### config.mk
export PLATFORM = sky130hd
export DESIGN_NAME = fp16_norm_round
export DESIGN_NICKNAME = d
export VERILOG_FILES = /design/src/rtl/fp16_norm_round.sv
export SDC_FILE = /design/constraint.sdc
export NUM_CORES = 1
export LEC_CHECK = 0
export BUFFER_PORTS_ARGS = -buffer_cell sky130_fd_sc_hd__buf_2
export CAP_MARGIN = 20
export CORE_AREA = 3 3 82 84
export CTS_CLUSTER_DIAMETER = 30
export DETAILED_ROUTE_END_ITERATION = 8
export DIE_AREA = 0 0 85 87
export PLACE_DENSITY = 0.73
export SYNTH_ARGS = -nofsm -noshare
export SYNTH_HDL_FRONTEND = slang
export SYNTH_SLANG_ARGS = --single-unit
### constraint.sdc
create_clock -name clock -period 2.2 [get_ports clock]
set_input_delay 0.22 -clock clock [delete_from_list [all_inputs] [get_ports clock]]
set_output_delay 0.22 -clock clock [all_outputs]
set_load 0.02 [all_outputs]
### src/rtl/fp16_norm_round.sv
// Sequential normalizer and rounder that packs a raw multiply-add magnitude into IEEE FP16.
// Define FP16_NORM_RNE_EN for round-to-nearest-even; otherwise the result is truncated.
module fp16_norm_round #(
    parameter int IN_WIDTH  = 22,
    parameter int EXP_WIDTH = 7
) (
    input  logic                 clock,
    input  logic                 reset,
    input  logic                 start,
    input  logic                 sign,
    input  logic [EXP_WIDTH-1:0] expIn,
    input  logic [IN_WIDTH-1:0]  mantIn,
    output logic [15:0]          fpOut,
    output logic                 done,
    output logic                 busy,
    output logic                 overflow,
    output logic                 underflow
);

    localparam int EW = EXP_WIDTH + 2;
    localparam int BW = EW + 1;
    localparam logic signed [BW-1:0] EXP_OVF = BW'(31);
    localparam logic signed [BW-1:0] EXP_ONE = BW'(1);

    typedef enum logic [1:0] {IDLE, NORM, ROUND, DONE} state_t;

    state_t                 state;
    state_t                 state_nxt;
    logic [IN_WIDTH-1:0]    shreg;
    logic signed [EW-1:0]   exp_reg;
    logic                   sign_reg;
    logic [15:0]            fp_reg;
    logic                   ovf_reg;
    logic                   unf_reg;

    logic                   is_zero;
    logic                   norm_done;
    logic                   round_up;
    logic                   carry;
    logic [9:0]             frac;
    logic signed [BW-1:0]   bexp;
    logic [15:0]            fp_calc;
    logic                   ovf_calc;
    logic                   unf_calc;

    assign is_zero   = ~|shreg;
    assign norm_done = shreg[IN_WIDTH-1] | is_zero;

`ifdef FP16_NORM_RNE_EN
    logic guard;
    logic sticky;
    assign guard    = shreg[IN_WIDTH-12];
    assign sticky   = |shreg[IN_WIDTH-13:0];
    assign round_up = guard & (sticky | shreg[IN_WIDTH-11]);
`else
    assign round_up = 1'b0;
`endif

    // Hidden bit is always 1 once normalized, so a carry out only happens when the fraction is all ones
    // and then the wrapped fraction is already 0.
    always_comb begin
        carry    = round_up & (&shreg[IN_WIDTH-2 -: 10]);
        frac     = shreg[IN_WIDTH-2 -: 10] + 10'(round_up);
        bexp     = {exp_reg[EW-1], exp_reg} + BW'(15) + BW'(carry);
        fp_calc  = {sign_reg, 15'b0};
        ovf_calc = 1'b0;
        unf_calc = 1'b0;
        if (is_zero) begin
            fp_calc = {sign_reg, 15'b0};
        end else if (bexp >= EXP_OVF) begin
            fp_calc  = {sign_reg, 5'h1F, 10'b0};
            ovf_calc = 1'b1;
        end else if (bexp < EXP_ONE) begin
            fp_calc  = {sign_reg, 15'b0};
            unf_calc = 1'b1;
        end else begin
            fp_calc = {sign_reg, bexp[4:0], frac};
        end
    end

    always_ff @(posedge clock or posedge reset) begin
        if (reset) begin
            state <= IDLE;
        end else begin
            state <= state_nxt;
        end
    end

    always_comb begin
        state_nxt = state;
        unique case (state)
            IDLE:    if (start) state_nxt = NORM;
            NORM:    if (norm_done) state_nxt = ROUND;
            ROUND:   state_nxt = DONE;
            DONE:    state_nxt = IDLE;
            default: state_nxt = IDLE;
        endcase
    end

    always_ff @(posedge clock or posedge reset) begin
        if (reset) begin
            shreg    <= '0;
            exp_reg  <= '0;
            sign_reg <= 1'b0;
            fp_reg   <= '0;
            ovf_reg  <= 1'b0;
            unf_reg  <= 1'b0;
        end else begin
            unique case (state)
                IDLE: begin
                    if (start) begin
                        sign_reg <= sign;
                        shreg    <= mantIn;
                        exp_reg  <= {{2{expIn[EXP_WIDTH-1]}}, expIn} + EW'(1);
                        ovf_reg  <= 1'b0;
                        unf_reg  <= 1'b0;
                    end
                end
                NORM: begin
                    if (!norm_done) begin
                        shreg   <= {shreg[IN_WIDTH-2:0], 1'b0};
                        exp_reg <= exp_reg - EW'(1);
                    end
                end
                ROUND: begin
                    fp_reg  <= fp_calc;
                    ovf_reg <= ovf_calc;
                    unf_reg <= unf_calc;
                end
                default: ;
            endcase
        end
    end

    assign fpOut     = fp_reg;
    assign overflow  = ovf_reg;
    assign underflow = unf_reg;
    assign done      = (state == DONE);
    assign busy      = (state != IDLE);

endmodule

==> results of run 1 <==
==> area by class of cell <==
cell class | count | area [um^2] | share of cell area [%]
Sequential cell | 52 | 1300 | 39.0
Multi-Input combinational cell | 206 | 1410 | 42.2
Clock inverter | 2 | 35.0 | 1.05
Timing Repair Buffer | 67 | 389 | 11.7
Clock buffer | 6 | 72.6 | 2.17
Inverter | 10 | 37.5 | 1.12
Tap cell | 75 | 93.8 | 2.81
==> stage by stage <==
step	hold slack [ns]	instances	area [um^2]	util, %	power [mW]
after floorplan	0.369	282	2790	-	3.54
after global placement	0.437	410	3210	53.5	4.23
after detailed placement	0.433	410	3210	53.5	4.31
after CTS	0.0950	418	3320	55.4	4.98
after global routing	0.129	418	3340	55.7	5.40
final	0.0727	418	3340	55.7	4.96
==> worst paths after layout <==
check | endpoint | cells after the start | from
max | exp_reg[8] | 7 | exp_reg[1]
min | shreg[0] | 3 | reset
max in group asynchronous | state[0] | 3 | reset
max reg2reg | exp_reg[8] | 7 | exp_reg[1]
min in group clock | sign_reg | 2 | sign
min reg2reg | fpOut[12] | 1 | fpOut[12]
==> placed cells by master (no fill, tap or decap), drive strengths merged, types with 2 or more instances in the layout <==
cell type  Yosys  routed
o221ai         2       2
buf            4      67
dfrtp         52      52
ha             8       8
xnor2          3       3
nor2b          2       2
nand2b         8       8
o31ai          2       2
nor4           7       7
o21a           3       3
o31a           2       2
a22o          10      10
nand3          4       4
nor2          15      15
or3            3       3
mux2           3       3
a311oi         2       2
nand4          3       3
or2            2       2
clkbuf        10       6
inv           10      10
nand2         39      39
o2bb2ai        3       3
a32oi          3       3
o21ai         35      35
mux2i         22      22
a21oi          7       7
nor3           4       4
xor2           2       2
==> layer usage <==
layer / vias up / track usage [%] / wire length [um]
met3: 9 / 4.16 / 394
met4: 0 / 5.47 / 89
li1: 1142 / - / -
met5: - / 0 / 0
met1: 1059 / 23.9 / 2760
met2: 66 / 26.8 / 2870
==> tightest hold or removal path, delay by kind of cell <==
family | cells | cell delay, ns
buffers and inverters | 3 | 0.64
==> Yosys cell counts, types with 3 or more instances <==
master and instances:
clkbuf_1 9, nand2b_1 8, nand4_1 3, a22o_1 10
nand3_1 4, nand2_1 39, o2bb2ai_1 3, inv_1 10
nor3_1 4, mux2i_1 22, ha_1 8, or3_1 3
mux2_2 3, o21a_1 3, xnor2_1 3, nor4_1 6
nor2_1 15, o21ai_0 34, a21oi_1 7, dfrtp_1 52
==> cells by family after synthesis <==
kind of cell | synth area share, %
mux | 9.13
fa+ha+maj | 3.60
buf+inv | 3.64
flops | 46.8
simple gates | 15.2
compound gates | 20.1
xor+xnor | 1.57
==> power breakdown <==
group | switching (mW) | internal [mW]
Combinational | 1.49 | 1.08
Clock | 0.305 | 0.338
Sequential | 0.360 | 1.39
Total | 2.16 | 2.81
==> repair_timing <==
item,4_1_cts,5_1_grt
resized for setup,1,6
hold buffers,0,0
endpoints found under the setup margin,1,11
==> impl_results.md, run 1 <==
* Status: finished clean
* Number of flops mapped to enable cells by yosys at 0
* Setup TNS at 0 ns
* # setup viols final at 0
* Cell area after synthesis at 2780 um^2
* Pin count of the biggest net entering global routing at 53
* Ys Warns at 0
* Worst-path clk slew at approximately 0.090 ns
* Rel. slew slack at 57.1%
* Delay-heaviest family, CP: simple AND/OR/NAND/NOR gates
* Period utilization at 96.0%
* Via count at ~2300
* CTS Buf Count at 5
* R2R Setup Slk at 0.09 ns
* Pwr dens at 1490 nW/um^2
* Via density at around 5.4
* Worst-Margin Slew at approximately 0.64 ns
* Vias in the first global route at around 2100
* GP Congestion at between 0.8 and 0.9
* CP Cell Sequence: inv_2 > ha_2 > or3b_4 > or3_1 > or3_4 > a21oi_2 > a2bb2oi_1
* CTS tree: done
* Layout cells sized above 1 at between 20 and 30%
* Post-CTS setup repair buffer count at 0
* Routed len/inst at between 10 and 15 um
* Prevailing post-synth register cell: dfrtp_1
* Fin crit period at about 2.1 ns
* Crit path required time at ~2.4 ns
* Initial antenna violation count at 0
* Ranking of synthesized cells by area: dfrtp_1, mux2i_1, o21ai_0, nand2_1, ha_1
* DRT iter0 DRCs at 93
* CP startpoint kind: register
* Die Span X at 85 um
* CTS HTree Levels at 2
* Synthesized net count at ~320
* Share of the synthesized area in the top cell type at between 40% and 50%
* RSZ-0062 raised after global routing: no
* Max Slew Vio Count at 0
* ANT cells at 0
* I/O pin total at between 50 and 60
* Synth cell types at 49
* DP Worst Slack at 0.0112 ns
* WL final at between 6 and 7 mm
* Root Driver: clkbuf_8
* First-pass DRT Iterations at 4
* Maximum fanout along the worst path at 6
* DRC at 0
* Number of max-cap violations at 0
* Synth Register Bits at 52
* Type of the most critical hold path: input port to async pin
* Slowest CP cell: or3b_4
* Synth area leader: dfrtp_1
* Fmax at about 470 MHz
* GR Util All Layers at 17.3%
* Worst Setup End Kind: register
* Effective utilization at floorplan at roughly 46%
* Data arrival, critical path at 2.34 ns
* Grt ovf at 0
* Post-DP HPWL at roughly 4.4 mm
* Die Y at around 87 um
* Max reg flops at 22
* Mapped Cells at 282
* Avg Inst Size Synth at 9.87 um^2
* Fill count at 540
* IO buf count at 52
* Clock sinks at 52
* Fin nets at between 300 and 400
* Fin Clk Skew at 0.00720 ns
* ANT nets after route at 0
* First-pass GRT wire length at 10.2 mm
* WP buf/inv at 1
* Area grow syn2layout at 20.0%
* Clk buf depth at 2
* Final count of hold timing violations at 0
* Row cnt at 28
* Setup CP Type: register to register
* Die ar. at roughly 7400 um^2
* FFs w/ async S/R, synth at 100%
* VDD IR max at around 0.72 mV
* Final worst slack at ~0.087 ns
* Seq/Total Area, Yosys at 46.8%
* Worst skew pair latency at around 0.30 ns
* Core box area at between 5000 and 6000 um^2
* Static Leak at roughly 1.5 nW
* Critical Path Max Stage Delay at ~0.42 ns
No activity file was read; power rests on OpenSTA's default activity.
==> run 2, diff against run 1 <==
- CELL_PAD_IN_SITES_DETAIL_PLACEMENT: unset -> 1
- CELL_PAD_IN_SITES_GLOBAL_PLACEMENT: unset -> 1
- CORE_AREA: 3 3 82 84 -> 3 3 90 92
- DIE_AREA: 0 0 85 87 -> 0 0 93 95
- PLACE_DENSITY: 0.73 -> 0.77
==> impl_results.md, run 2 (synthesis gave the netlist of run 1 again) <==
* GP Congestion at 0.920
* DRC at 0
* Crit path required time at between 2 and 2.5 ns
* Row cnt at 31
* Design Area, Final at about 3400 um^2
* Worst skew pair latency at approximately 0.32 ns
* Data arrival, critical path at 2.32 ns
* First-pass DRT Iterations at 4
* Rel. slew slack at 55.8%
* VDD IR max at around 0.52 mV
* Worst-Margin Slew at about 0.66 ns
* IO buf count at 52
* Layout cells sized above 1 at 30.7%
* GRT busiest layer: met2
* Max Slew Vio Count at 0
* Number of max-cap violations at 0
* Final worst slack at ~0.074 ns
* Hold buffer count at cts at 0
* Net Sw Power at 2.37 mW
* Clk buf depth at 2
* GR Util met3 at 3.43%
* Die Y at about 95 um
* Core box area at 7290 um^2
* Maximum fanout along the worst path at 5
* CTS Buf Count at 5
* Worst Setup End Kind: register
* Placement Cell Area at around 3300 um^2
* Fmax at 470 MHz
* Met2 Track Usage GR at around 30%
* WP buf/inv at 1
* Internal Power at ~2.8 mW
* Type of the most critical hold path: input port to async pin
* Pin count of the biggest net entering global routing at between 50 and 60
* Critical Path Max Stage Delay at between 0.4 and 0.5 ns
* CP Cell Sequence: inv_2 > ha_4 > or3b_4 > or3_4 > or3_4 > o22ai_2 > a2bb2oi_2
* CTS tree: done
* First-pass GRT wire length at ~12 mm
* Most used cell, CP: or3_4
* Power, Total at 5.16 mW
* I/O pin total at 53
* Period utilization at between 90% and 100%
* Setup CP Type: register to register
* DRT iter0 DRCs at 103
* CP startpoint kind: register
* Worst-path clk slew at ~0.11 ns
* Clock power frac at 11.3%
* R2R Setup Slk at 0.07 ns
* # setup viols final at 0
* Area grow syn2layout at 23.6%
* Grt met1 use at roughly 23%
* Flop pwr share at around a third
* Final count of hold timing violations at 0
* Max reg flops at 22
* Logic pwr share at between 50% and 60%
* Static Leak at ~1.6 nW
* Fin nets at ~390
* DP Worst Slack at -0.0798 ns
* Slowest CP cell: dfrtp_1
* Pwr dens at roughly 1500 nW/um^2
* ANT nets after route at 0
* Routed len/inst at 16.7 um
* Die Span X at around 93 um
* Root Driver: clkbuf_8
* Grt ovf at 0
* Setup TNS at 0 ns
* Status: finished clean
* Initial antenna violation count at 0
* Via count at between 2000 and 2500
* GR Util All Layers at 17.8%
* CTS HTree Levels at 2
* Most frequent cells in the layout: dfrtp_1, buf_2, nand2_1
* Post-DP HPWL at 5.34 mm
* Clock sinks at 52
* Die ar. at 8840 um^2
* Vias in the first global route at about 2500
* Sw Ratio at 45.9%
* Fin crit period at roughly 2.1 ns
* Via density at about 5.4
* ANT cells at 0
* Delay-heaviest family, CP: simple AND/OR/NAND/NOR gates
* WL final at approximately 7.5 mm
* Effective utilization at floorplan at between 30% and 40%
* Fin Clk Skew at 0.0119 ns
## run 2: cell type report
cell class / count / area (um^2)
Timing Repair Buffer: 73 / 434
Multi-Input combinational cell: 206 / 1450
Inverter: 10 / 37.5
Clock inverter: 3 / 22.5
Tap cell: 99 / 124
Clock buffer: 5 / 68.8
Sequential cell: 52 / 1300
Fill cell: 885 / 3850
## run 2: worst paths after layout
kind,from,endpoint,depth (start not counted)
worst max-delay path,exp_reg[0],exp_reg[8],7
worst min-delay path,reset,underflow,3
worst max register to register,exp_reg[0],exp_reg[8],7
worst min register to register,fpOut[13],fpOut[13],1
max in group asynchronous,reset,shreg[0],3
min in group clock,sign,sign_reg,2
## run 2: worst min-delay path, stage by stage
cell	delay, ns
buf_2	0.10
inv_2	0.03
buf_4	0.52
## run 2: per-layer routing
layer,up-vias,wire [um]
met4,0,91
met5,-,0
met1,1195,3430
li1,1149,-
met2,49,3690
met3,9,277
## run 2: what timing repair did
item                                    4_1_cts  5_1_grt
resized for setup                             1       12
pin swaps                                     1        3
endpoints found under the setup margin       10       15
setup buffers                                 2        2
## run 2: per-stage QoR
step	cells	util (%)	hold slack (ns)
2_1_floorplan	282	-	0.369
3_3_place_gp	436	44.6	0.440
3_5_place_dp	436	44.6	0.447
4_1_cts	446	46.1	0.100
5_1_grt	448	47.2	0.135
6_report	448	47.2	0.0734
## run 2: power groups by stage
stage                     Clock (mW)  Combinational [mW]  Sequential, mW
after floorplan                    0                1.71            1.84
after global placement             0                2.54            1.77
after detailed placement           0                2.66            1.79
after CTS                      0.600                2.69            1.77
after global routing           0.646                3.12            1.85
final                          0.582                2.79            1.78
